--- src/rtl/sram_arbiter.sv ---
// Two-port arbiter in front of the single SRAM_Controller port: registers the
// winning request, holds the enables until sram_ready, then pulses the owner's ack.
module sram_arbiter #(
  parameter int RR_MODE = 1,
  parameter int TIMEOUT = 64
) (
  input  logic        clk,
  input  logic        rst,
  input  logic        p0_req,
  input  logic        p0_we,
  input  logic [31:0] p0_addr,
  input  logic [31:0] p0_wdata,
  output logic        p0_ack,
  output logic [63:0] p0_rdata,
  input  logic        p1_req,
  input  logic        p1_we,
  input  logic [31:0] p1_addr,
  input  logic [31:0] p1_wdata,
  output logic        p1_ack,
  output logic [63:0] p1_rdata,
  output logic        sram_read_en,
  output logic        sram_write_en,
  output logic [31:0] sram_address,
  output logic [31:0] sram_wdata,
  input  logic [63:0] sram_rdata,
  input  logic        sram_ready,
  output logic [1:0]  grant,
  output logic        busy,
  output logic        timeout_err
);

  localparam int CW = $clog2(TIMEOUT) + 1;

  typedef enum logic [1:0] {IDLE, ACCESS, DONE} state_t;

  state_t        state, state_n;
  logic [CW-1:0] cnt, cnt_n;
  logic          last_grant, last_grant_n;
  logic [1:0]    grant_n;
  logic          read_en_n, write_en_n;
  logic [31:0]   addr_n, wdata_n;
  logic [63:0]   p0_rdata_n, p1_rdata_n;
  logic          p0_ack_n, p1_ack_n;
  logic          timeout_err_n;
  logic          win, win_we;

  assign busy = (state != IDLE);

  always_ff @(posedge clk) begin
    if (rst) begin
      state         <= IDLE;
      cnt           <= '0;
      last_grant    <= 1'b1;
      grant         <= '0;
      sram_read_en  <= 1'b0;
      sram_write_en <= 1'b0;
      sram_address  <= '0;
      sram_wdata    <= '0;
      p0_rdata      <= '0;
      p1_rdata      <= '0;
      p0_ack        <= 1'b0;
      p1_ack        <= 1'b0;
      timeout_err   <= 1'b0;
    end else begin
      state         <= state_n;
      cnt           <= cnt_n;
      last_grant    <= last_grant_n;
      grant         <= grant_n;
      sram_read_en  <= read_en_n;
      sram_write_en <= write_en_n;
      sram_address  <= addr_n;
      sram_wdata    <= wdata_n;
      p0_rdata      <= p0_rdata_n;
      p1_rdata      <= p1_rdata_n;
      p0_ack        <= p0_ack_n;
      p1_ack        <= p1_ack_n;
      timeout_err   <= timeout_err_n;
    end
  end

  always_comb begin
    state_n       = state;
    cnt_n         = cnt;
    last_grant_n  = last_grant;
    grant_n       = grant;
    read_en_n     = sram_read_en;
    write_en_n    = sram_write_en;
    addr_n        = sram_address;
    wdata_n       = sram_wdata;
    p0_rdata_n    = p0_rdata;
    p1_rdata_n    = p1_rdata;
    p0_ack_n      = 1'b0;
    p1_ack_n      = 1'b0;
    timeout_err_n = timeout_err;
    win           = 1'b0;
    win_we        = 1'b0;

    unique case (state)
      IDLE: begin
        if (p0_req || p1_req) begin
          // win = 1 selects port 1; ties go opposite last_grant only in round-robin mode
          if (p0_req && p1_req) win = (RR_MODE != 0) ? ~last_grant : 1'b0;
          else                  win = p1_req;
          win_we       = win ? p1_we : p0_we;
          last_grant_n = win;
          grant_n      = win ? 2'b10 : 2'b01;
          addr_n       = win ? p1_addr : p0_addr;
          wdata_n      = win ? p1_wdata : p0_wdata;
          write_en_n   = win_we;
          read_en_n    = ~win_we;
          cnt_n        = '0;
          state_n      = ACCESS;
        end
      end
      ACCESS: begin
        if (sram_ready) begin
          read_en_n  = 1'b0;
          write_en_n = 1'b0;
          if (sram_read_en) begin
            if (grant[1]) p1_rdata_n = sram_rdata;
            else          p0_rdata_n = sram_rdata;
          end
          p0_ack_n = grant[0];
          p1_ack_n = grant[1];
          state_n  = DONE;
        end else if (cnt == CW'(TIMEOUT - 1)) begin
          read_en_n     = 1'b0;
          write_en_n    = 1'b0;
          timeout_err_n = 1'b1;
          p0_ack_n      = grant[0];
          p1_ack_n      = grant[1];
          state_n       = DONE;
        end else begin
          cnt_n = cnt + CW'(1);
        end
      end
      DONE: begin
        grant_n = '0;
        state_n = IDLE;
      end
      default: state_n = IDLE;
    endcase
  end

endmodule

--- config.mk ---
export PLATFORM = sky130hd
export DESIGN_NAME = sram_arbiter
export DESIGN_NICKNAME = d
export VERILOG_FILES = /design/src/rtl/sram_arbiter.sv
export SDC_FILE = /design/constraint.sdc
export NUM_CORES = 1
export LEC_CHECK = 0
export BUFFER_PORTS_ARGS = -buffer_cell sky130_fd_sc_hd__buf_2
export CORE_AREA = 2 2 171 131
export DETAILED_ROUTE_END_ITERATION = 12
export DIE_AREA = 0 0 173 133
export GPL_TIMING_DRIVEN = 0
export HOLD_SLACK_MARGIN = 0.15
export PLACE_DENSITY = 0.63
export RECOVER_POWER = 100
export SLEW_MARGIN = 20
export SYNTH_ARGS = -nofsm -noshare
export SYNTH_HDL_FRONTEND = slang
export SYNTH_SLANG_ARGS = --single-unit
--- constraint.sdc ---
create_clock -name clk -period 2.36 [get_ports clk]
set_input_delay 0.708 -clock clk [delete_from_list [all_inputs] [get_ports clk]]
set_output_delay 0.708 -clock clk [all_outputs]
set_load 0.02 [all_outputs]
==> impl_metrics.yaml <==
outcome:
  outcome: "finished clean"
clocking:
  postCtsHoldBufs: 0
  cts.path.max_buffers: 3
  cts-resized-gates: 0
  path_clk_slew_ns: 0.06
  cts_setup_buffers: 0
  insertion_delay_ns: 0.50
  cts_root_buf: "clkbuf_16"
  htree_levels: 1
  cts_tree: "done"
  cts_sinks: 209
  numCtsBuffers: 22
layout:
  final_util_pct: 47.7
  nNetsFinal: 1487
  n_fill_cell: 2332
  layout-drive-gt1-share_pct: 18.9
  area_delta_synth_final_pct: 38.8
  final_cells: 1599
yosys:
  synth_fa_ha_area_share_pct: 0.169
  synthMuxAreaShare_pct: 0.287
  synth-xor-area-share_pct: 0
  synth_edf_count: 0
  synth_nets: 1067
  syn_inst: 867
  yosysSeqAreaShare_pct: 56.5
  synth_area_um2: 7400
  synth_seq_cells: 209
  async_flop_share_pct: 0
  ys_types: 36
  ys.flop_type: "dfxtp_1"
  synth_top_family_by_area: "simple AND/OR/NAND/NOR gates"
  synth-simple-area-share_pct: 19.6
  synth-compound-area-share_pct: 19.1
  avgSynthCellArea_um2: 8.54
  yosysWarningCount: 0
placed_design:
  io_buffers: 396
  dp_hpwl_mm: 20.6
  dpl.cell_count: 1557
  gp_congestion: 0.911
power:
  power_frac_seq_pct: 44.7
  p_sw_share_pct: 25.1
  p_comb_share_pct: 11.4
  switchingPower_mw: 2.10
  p_leak_nw: 3.89
  internal-power_mw: 6.26
  clockPowerShare_pct: 43.9
  vdd_ir_drop_max_uv: 425
  pwr_density_cell_nw_per_um2: 813
global_routing:
  grt_pass1_wl_mm: 41.0
  grt_antenna_before_repair: 2
  first_global_vias: 7256
  grt_max_degree: 14
  overflow: 0
  grt.total_usage_pct: 22.2
sta:
  post-route-period-util_pct: 91.7
  slew_viol_final: 0
  layout_min_cycle_time_ns: 2.16
  final_hold_viol_count: 0
  fmax_mhz: 462
  rsz0062_at_grt: "no"
  finClkSkew_ns: 0.0107
  setup_viol_count_final: 0
  worst_pin_slew_ns: 0.689
  max-slew-margin-rel_pct: 54.1
  finalSetupTns_ns: 0
drt:
  ant_nets: 0
  drt_first_pass_iters: 10
  vias: 8019
  drt-total-wl_mm: 27.4
  drt_iter0_drc: 773
  vias_per_cell: 5.02
  drc: 0
  wire_per_inst_um: 17.1
setup_path:
  regToRegSetupSlack_ns: 0.20
  crit_fanout: 10
  critPathKind: "register to register"
  cp.required_ns: 2.78
  r2r-end: "p0_rdata[59]$_SDFFE_PP0P_"
  cp-end-kind: "register"
  rr_startpoint: "state[0]$_SDFFE_PP0P_"
  reg2reg_depth: 7
  startpoint_type: "register"
  worstPathArrival_ns: 2.59
die:
  design.core.area_um2: 21500
  dieArea_um2: 23000
  initial_core_util_pct: 34.4
  io_pins: 399
  row_count: 47
  die_w_um: 173
  die_h_um: 133
hold_path:
  hold_class: "primary input to register"
  min_to: "sram_wdata[31]$_SDFFE_PP0P_"
  hold_depth: 3
  min_from: "p0_wdata[31]"
flow_run:
  cap_violations: 0
## power groups by stage
| stage | registers (mW) | logic [mW] | clock network [mW] |
|---|---|---|---|
| global route | 3.75 | 1.03 | 3.88 |
| floorplan | 3.95 | 0.378 | 0 |
| detailed placement | 3.81 | 0.978 | 0 |
| finish | 3.74 | 0.951 | 3.67 |
| global placement | 3.81 | 0.972 | 0 |
| CTS | 3.73 | 0.981 | 3.75 |
## final cells by class
type	count	area, µm²	share of cell area [%]
flip-flops and latches	209	4180	40.7
multi-input cells	580	2900	28.2
repair buffers	396	1730	16.9
clock buffers	33	663	6.45
well taps	294	368	3.58
plain buffers	75	303	2.95
clock inverters	6	108	1.05
inverters	3	11.3	0.110
diodes	3	7.51	0.0731
## how the worst max path moves through the flow
stage | from | end | depth (start not counted)
global route | state[1]$_SDFFE_PP0P_ | sram_wdata[1]$_SDFFE_PP0P_ | 6
CTS | state[0]$_SDFFE_PP0P_ | p0_rdata[52]$_SDFFE_PP0P_ | 7
global placement | p1_req | sram_wdata[7]$_SDFFE_PP0P_ | 7
finish | state[0]$_SDFFE_PP0P_ | p0_rdata[59]$_SDFFE_PP0P_ | 7
detailed placement | p1_req | sram_wdata[5]$_SDFFE_PP0P_ | 7
floorplan | sram_ready | cnt[5]$_SDFFE_PP0P_ | 6
## logic make-up after synthesis
logic type | after synthesis
buffers and inverters | 78
AND/OR/NAND/NOR | 362
adder cells (fa/ha/maj) | 1
AO/OA/AOI/OAI | 215
multiplexers | 2
flip-flops | 209
## worst max-delay path, cell delays in order (launching register included)
cell	delay, ns
dfxtp_1	0.33
nor2b_1	0.13
buf_2	0.17
nand4b_1	0.11
clkbuf_1	0.45
clkbuf_1	0.59
nand2_1	0.13
a21oi_1	0.16
## routing by layer
layer / share of wire (%) / wire (µm) / GRT usage (%)
met3: 8.6 / 2370 / 5.52
met2: 44 / 12000 / 33.7
met4: 2.5 / 697 / 6.21
met1: 45 / 12300 / 31.4
met5: 0 / 0 / 0
## synthesized netlist by cell type (all sizes together), types with 2 or more instances
master  count  area, µm²
o21ai       4       20.0
a31oi       5       31.3
and2        3       18.8
clkbuf     57        214
nand3b      3       22.5
buf        18       96.3
dfxtp     209       4180
nand4b      2       17.5
nand2     260        976
nor2b       3       18.8
or3         2       12.5
inv         3       11.3
or2         3       18.8
nand3       9       45.0
a21oi     138        691
a222oi     64        641
nor2       69        259
and4        2       17.5
## per-stage QoR
stage / setup slack (ns) / area (µm²) / power (mW) / hold WS [ns]
after floorplan: 0.343 / 7400 / 4.33 / 0.441
after global placement: -0.170 / 9750 / 4.78 / 0.439
after detailed placement: -0.187 / 9750 / 4.78 / 0.443
after CTS: 0.179 / 10500 / 8.46 / 0.425
after global routing: 0.00302 / 10300 / 8.66 / 0.434
final: 0.197 / 10300 / 8.36 / 0.446
## sequential cells by signal, summed over array words and instances, names as in the netlist
name,count
p1_ack,1
state,2
sram_read_en,1
sram_wdata,32
p0_ack,1
p1_rdata,64
cnt,7
sram_address,32
p0_rdata,64
timeout_err,1
sram_write_en,1
grant,2
last_grant,1
## cells in the final DEF, fill, tap and decap left out, types with 2 or more instances in the layout
master	synthesis	routed
nand3b_1	3	3
and2_0	0	3
buf_1	5	5
clkbuf_1	57	262
or2_1	2	2
clkbuf_8	0	5
inv_1	2	2
nand3_1	9	9
dfxtp_1	209	209
clkinv_2	0	2
a21oi_1	138	138
bufinv_16	0	3
nand2_1	260	260
nor2_1	69	69
buf_2	11	207
a222oi_1	64	64
o21ai_0	3	4
and4_1	2	2
clkbuf_16	0	23
nand4b_1	2	2
or3_1	2	2
nor2b_1	3	3
diode_2	0	3
a31oi_1	5	5
No activity file was read; power rests on OpenSTA's default activity.
